### src/rtl/accum_bank.sv
// accum_bank: CH-channel accumulator bank with a read-and-clear dump over a valid/ready port.
// Build option: define ACCUM_BANK_SAT_EN to saturate on overflow instead of wrapping modulo 2^W.

module accum_bank_ch #(
  parameter int N = 4,
  parameter int W = 8
) (
  input  logic         Clk,
  input  logic         Reset,
  input  logic         add_en_i,
  input  logic [N-1:0] data_i,
  input  logic         clr_i,
  output logic [W-1:0] acc_o,
  output logic         ovf_o
);
  localparam int W1 = W + 1;

  logic [W-1:0] acc_q, acc_d;
  logic         ovf_q, ovf_d;
  logic [W:0]   sum;

  // one spare bit catches the carry out of the W-bit accumulator
  assign sum = {1'b0, acc_q} + W1'(data_i);

  always_comb begin
    acc_d = acc_q;
    ovf_d = ovf_q;
    if (clr_i) begin
      acc_d = '0;
      ovf_d = 1'b0;
    end else if (add_en_i) begin
      acc_d = sum[W-1:0];
      if (sum[W]) begin
        ovf_d = 1'b1;
`ifdef ACCUM_BANK_SAT_EN
        acc_d = '1;
`else
        acc_d = sum[W-1:0];
`endif
      end
    end
  end

  always_ff @(posedge Clk) begin
    if (Reset) begin
      acc_q <= '0;
      ovf_q <= 1'b0;
    end else begin
      acc_q <= acc_d;
      ovf_q <= ovf_d;
    end
  end

  assign acc_o = acc_q;
  assign ovf_o = ovf_q;
endmodule

module accum_bank #(
  parameter int N  = 4,
  parameter int W  = 8,
  parameter int CH = 4,
  parameter int CW = $clog2(CH)
) (
  input  logic          Clk,
  input  logic          Reset,
  input  logic          In_Valid,
  output logic          In_Ready,
  input  logic [CW-1:0] In_Chan,
  input  logic [N-1:0]  Data,
  input  logic          Dump_Req,
  output logic          Out_Valid,
  input  logic          Out_Ready,
  output logic [CW-1:0] Out_Chan,
  output logic [W-1:0]  Q,
  output logic          Ovf,
  output logic          Out_Last
);
  typedef enum logic {ST_ACC, ST_DUMP} state_t;

  state_t               state_q;
  logic [CW-1:0]        ptr_q;
  logic                 in_ready_q, out_valid_q;
  logic [CH-1:0][W-1:0] acc;
  logic [CH-1:0]        ovf;
  logic                 in_fire, out_fire, ptr_last;
  logic [W-1:0]         q_sel;
  logic                 ovf_sel;

  assign in_fire  = In_Valid & in_ready_q;
  assign out_fire = out_valid_q & Out_Ready;
  assign ptr_last = (ptr_q == CW'(CH - 1));

  // channel indices >= CH match no lane, so such samples are swallowed
  for (genvar i = 0; i < CH; i++) begin : g_ch
    accum_bank_ch #(.N(N), .W(W)) u_ch (
      .Clk      (Clk),
      .Reset    (Reset),
      .add_en_i (in_fire && (In_Chan == CW'(i))),
      .data_i   (Data),
      .clr_i    (out_fire && (ptr_q == CW'(i))),
      .acc_o    (acc[i]),
      .ovf_o    (ovf[i])
    );
  end

  always_comb begin
    q_sel   = '0;
    ovf_sel = 1'b0;
    for (int i = 0; i < CH; i++) begin
      if (ptr_q == CW'(i)) begin
        q_sel   = acc[i];
        ovf_sel = ovf[i];
      end
    end
  end

  always_ff @(posedge Clk) begin
    if (Reset) begin
      state_q     <= ST_ACC;
      ptr_q       <= '0;
      in_ready_q  <= 1'b1;
      out_valid_q <= 1'b0;
    end else begin
      case (state_q)
        ST_ACC: begin
          if (Dump_Req) begin
            state_q     <= ST_DUMP;
            ptr_q       <= '0;
            in_ready_q  <= 1'b0;
            out_valid_q <= 1'b1;
          end
        end
        ST_DUMP: begin
          if (out_fire) begin
            if (ptr_last) begin
              state_q     <= ST_ACC;
              ptr_q       <= '0;
              in_ready_q  <= 1'b1;
              out_valid_q <= 1'b0;
            end else begin
              ptr_q <= ptr_q + 1'b1;
            end
          end
        end
        default: begin
          state_q     <= ST_ACC;
          ptr_q       <= '0;
          in_ready_q  <= 1'b1;
          out_valid_q <= 1'b0;
        end
      endcase
    end
  end

  assign In_Ready  = in_ready_q;
  assign Out_Valid = out_valid_q;
  assign Out_Chan  = out_valid_q ? ptr_q : '0;
  assign Q         = out_valid_q ? q_sel : '0;
  assign Ovf       = out_valid_q & ovf_sel;
  assign Out_Last  = out_valid_q & ptr_last;
endmodule

### config.mk
export PLATFORM = sky130hd
export DESIGN_NAME = accum_bank
export DESIGN_NICKNAME = d
export VERILOG_FILES = /design/src/rtl/accum_bank.sv
export SDC_FILE = /design/constraint.sdc
export NUM_CORES = 1
export LEC_CHECK = 0
export ABC_AREA = 1
export BUFFER_PORTS_ARGS = -buffer_cell sky130_fd_sc_hd__buf_2
export CORE_MARGIN = 2
export CORE_UTILIZATION = 45
export CTS_CLUSTER_SIZE = 10
export DETAILED_ROUTE_END_ITERATION = 16
export GPL_ROUTABILITY_DRIVEN = 0
export PLACE_DENSITY = 0.69
export SLEW_MARGIN = 20
export SYNTH_ARGS = -nofsm -noshare
export SYNTH_HDL_FRONTEND = slang
export SYNTH_SLANG_ARGS = --single-unit
### constraint.sdc
create_clock -name Clk -period 2.38 [get_ports Clk]
set_clock_uncertainty 0.15 [all_clocks]
set_input_delay 0.476 -clock Clk [delete_from_list [all_inputs] [get_ports Clk]]
set_output_delay 0.476 -clock Clk [all_outputs]
set_load 0.02 [all_outputs]
==> summary.txt <==
Finish
  – Area grow syn2layout: 14.7%
  – Most common cell after layout, fill and taps aside: nand2_1
  – Post-route insts no fill: 498
  – Ratio of cells with drive above 1 in the final layout: about 14%
  – Antenna cells: 0
  – Final core utilization: 52.8%
  – Nets: about 460
  – Most frequent cells in the layout: nand2_1, inv_1, dfxtp_1, a21oi_1, nand3_1

Min path
  – Hold Path Origin: Reset
  – Worst Hold Path Cells: 2
  – Hold Path Class: input pin to flop

Detailed routing
  – Drc violations: 0
  – Vias per cell: 5.15
  – Iteration-0 DRC Markers: 120
  – Via count: 2567
  – Final ANT Viol Nets: 0
  – Drt wl/cell: 13.0 um
  – Post-Route WL: 6.46 mm
  – Pre-Repair DR Iteration Count: 4

Place
  – DP HPWL: between 4 and 5 mm
  – Port bufs: 24
  – Inst Count DP: 487

Global route
  – Vias in the first global route: 2278
  – Remaining Overflow, GRT: 0
  – First-pass GRT wire length: 10.3 mm
  – Tot GR Track Use: 20.7%
  – Largest net degree at the start of global routing: 17
  – Initial antenna violation count: 0

Critical path
  – Worst Path Required: between 1.5 and 2 ns
  – Slowest CP cell: dfxtp_4
  – Crit Path Max Fanout: 5
  – Crit end category: primary output
  – R2R depth: 8
  – CP peak stage delay: about 0.37 ns
  – CP Launch Point: ptr_q[0]$_SDFFE_PP0P_
  – Critical path class: flop to primary output
  – Cell Chain, Critical Path: inv_2 > ha_2 > clkinvlp_2 > o211ai_1 > o21ai_0 > buf_2
  – R2R setup slack: 0.26 ns
  – Crit path DAT: 1.71 ns
  – Reg2reg start: ptr_q[0]$_SDFFE_PP0P_
  – Startpoint type of the worst setup path: flop

Timing
  – Min Tclk post-route: 2.33 ns
  – Slew HR: 59.6%
  – Slew Limit Fails: 0
  – TNS Setup: 0 ns
  – Worst hold margin: 0.215 ns
  – Period utilization: 98.0%
  – Achievable Freq: between 400 and 500 MHz
  – Fin. Hold Viols: 0
  – Least-Margin Pin Slew: 0.603 ns
  – RSZ-0062 raised after global routing: true
  – Setup-failing EPs final: 0

Clock network
  – Hold_buf cts: 0
  – CTS Buffer Depth: 2
  – Worst-path clk slew: 0.08 ns
  – H-tree depth: 2
  – CTS tree: done
  – Worst-Skew Late Latency: 0.30 ns
  – CTS Sinks: 41
  – Total CTS buffers: 5
  – Clk root buf: clkbuf_8

Yosys
  – Synthesis warning total: 0
  – Mapped Cells: 390
  – Synth Area in XOR/XNOR: 1.62%
  – Post-synthesis sequential area ratio: 30.4%
  – Yosys reg bits: 41
  – Post-synthesis adder-cell area fraction: 12.7%
  – Syn_nets: 426
  – Netlist cell types: 31
  – Complex-gate fraction of the synthesized area: between 15 and 20%
  – Mapped Avg Cell Area: 6.91 um^2
  – Main combinational cell family by area after synthesis: simple AND/OR/NAND/NOR gates
  – Post-synthesis simple-gate area fraction: 27.7%
  – Portion of netlist area occupied by mux cells: 0%
  – Syn Std Cell Area: approximately 0.0027 mm^2

Floorplanning
  – Die footprint: 0.00663 mm^2
  – Die Width: 81.4 um
  – Core Area: 0.00585 mm^2
  – Io pins: 25
  – Initial Util: 46.1%
  – Rows: 28
  – Chip height: a little over 80 um

Power and ir drop
  – Power, Total: 1.58 mW
  – Maximum resistive drop on vdd: between 0.2 and 0.25 mV
  – LEAKAGE: roughly 1.5 nW
  – PD cells: 510 mW/mm^2

Run
  – Maxcap violations: 0

Status
  – Status: finished, final reports clean
==> per-stage QoR <==
stage	cell area, um^2	setup WS (ns)
after global routing	3090	-0.0224
after floorplan	2700	0.240
after detailed placement	2900	0.102
final	3090	0.0479
after CTS	3020	-0.0184
after global placement	2900	0.176
==> power by group <==
part / switching [mW] / total (mW) / internal (mW)
clock network: 0.254 / 0.596 / 0.342
logic: 0.159 / 0.249 / 0.0894
registers: 0.0223 / 0.730 / 0.708
==> synth_stat cells <==
cell | n | share of area [%]
a211oi_1 | 3 | 0.84
a21boi_0 | 1 | 0.28
a21oi_1 | 37 | 6.9
a22oi_1 | 3 | 0.84
and3_1 | 2 | 0.46
buf_2 | 3 | 0.56
buf_4 | 1 | 0.28
buf_6 | 2 | 0.84
clkbuf_1 | 1 | 0.14
clkinv_1 | 1 | 0.14
dfxtp_1 | 41 | 30
fa_1 | 4 | 3.0
ha_1 | 21 | 9.7
inv_1 | 59 | 8.2
inv_2 | 1 | 0.14
nand2_1 | 80 | 11
nand2_2 | 1 | 0.23
nand3_1 | 36 | 6.7
nand3b_1 | 3 | 0.84
nand4_1 | 6 | 1.4
nor2_1 | 31 | 4.3
nor3_1 | 4 | 0.74
nor3_4 | 2 | 1.2
nor3b_1 | 1 | 0.28
o211ai_1 | 11 | 3.1
o21a_1 | 1 | 0.28
o21ai_0 | 26 | 4.8
o21ai_1 | 1 | 0.19
or2_2 | 2 | 0.46
xnor2_1 | 3 | 0.97
xor2_1 | 2 | 0.65
==> registers in the layout, summed over array words and instances, names as in the netlist <==
name             count
In_Ready             1
Out_Valid            1
g_ch.u_ch.acc_o     32
g_ch.u_ch.ovf_o      4
ptr_q                2
state_q              1
==> final timing paths <==
kind | to
max | Ovf
min | ptr_q[1]$_SDFFE_PP0P_
max reg2reg | g_ch[2].u_ch.acc_o[2]$_SDFFE_PP0P_
min reg2reg | g_ch[3].u_ch.ovf_o$_SDFFE_PP0P_
==> critical path, delay by kind of cell, from the launching register on <==
kind                     cells  cell delay, ns
AO/OA/AOI/OAI                2            0.34
adder cells (fa/ha/maj)      1            0.25
buffers and inverters        3            0.45
flip-flops                   1            0.37
==> cell families after synthesis <==
family | count (synthesis)
AO/OA/AOI/OAI | 83
flip-flops | 41
adder cells (fa/ha/maj) | 25
buffers and inverters | 68
AND/OR/NAND/NOR | 168
XOR/XNOR | 5
==> layer usage <==
| layer | up-vias | share of wire [%] | track usage (%) |
|---|---|---|---|
| met5 | - | 0 | 0 |
| met4 | 0 | 1.9 | 7.97 |
| met3 | 9 | 4.0 | 4.33 |
| met2 | 46 | 48 | 34.8 |
| met1 | 1156 | 46 | 25.8 |
| li1 | 1356 | - | - |
==> repair_timing <==
item | in CTS | in global routing
setup endpoints to repair | 8 | 9
cloned | 0 | 1
pin swaps | 0 | 1
resized for setup | 3 | 22
buffers inserted | 0 | 2
==> cell type report <==
type / instances / area, um^2
timing repair buffer: 31 / 186
clock buffer: 7 / 86.3
fill: 574 / 2760
sequential: 41 / 826
multi-input combinational: 281 / 1630
tap: 75 / 93.8
timing repair inverter: 1 / 5.00
inverter: 61 / 233
clock inverter: 1 / 30.0
(Power assumes the default switching activity.)
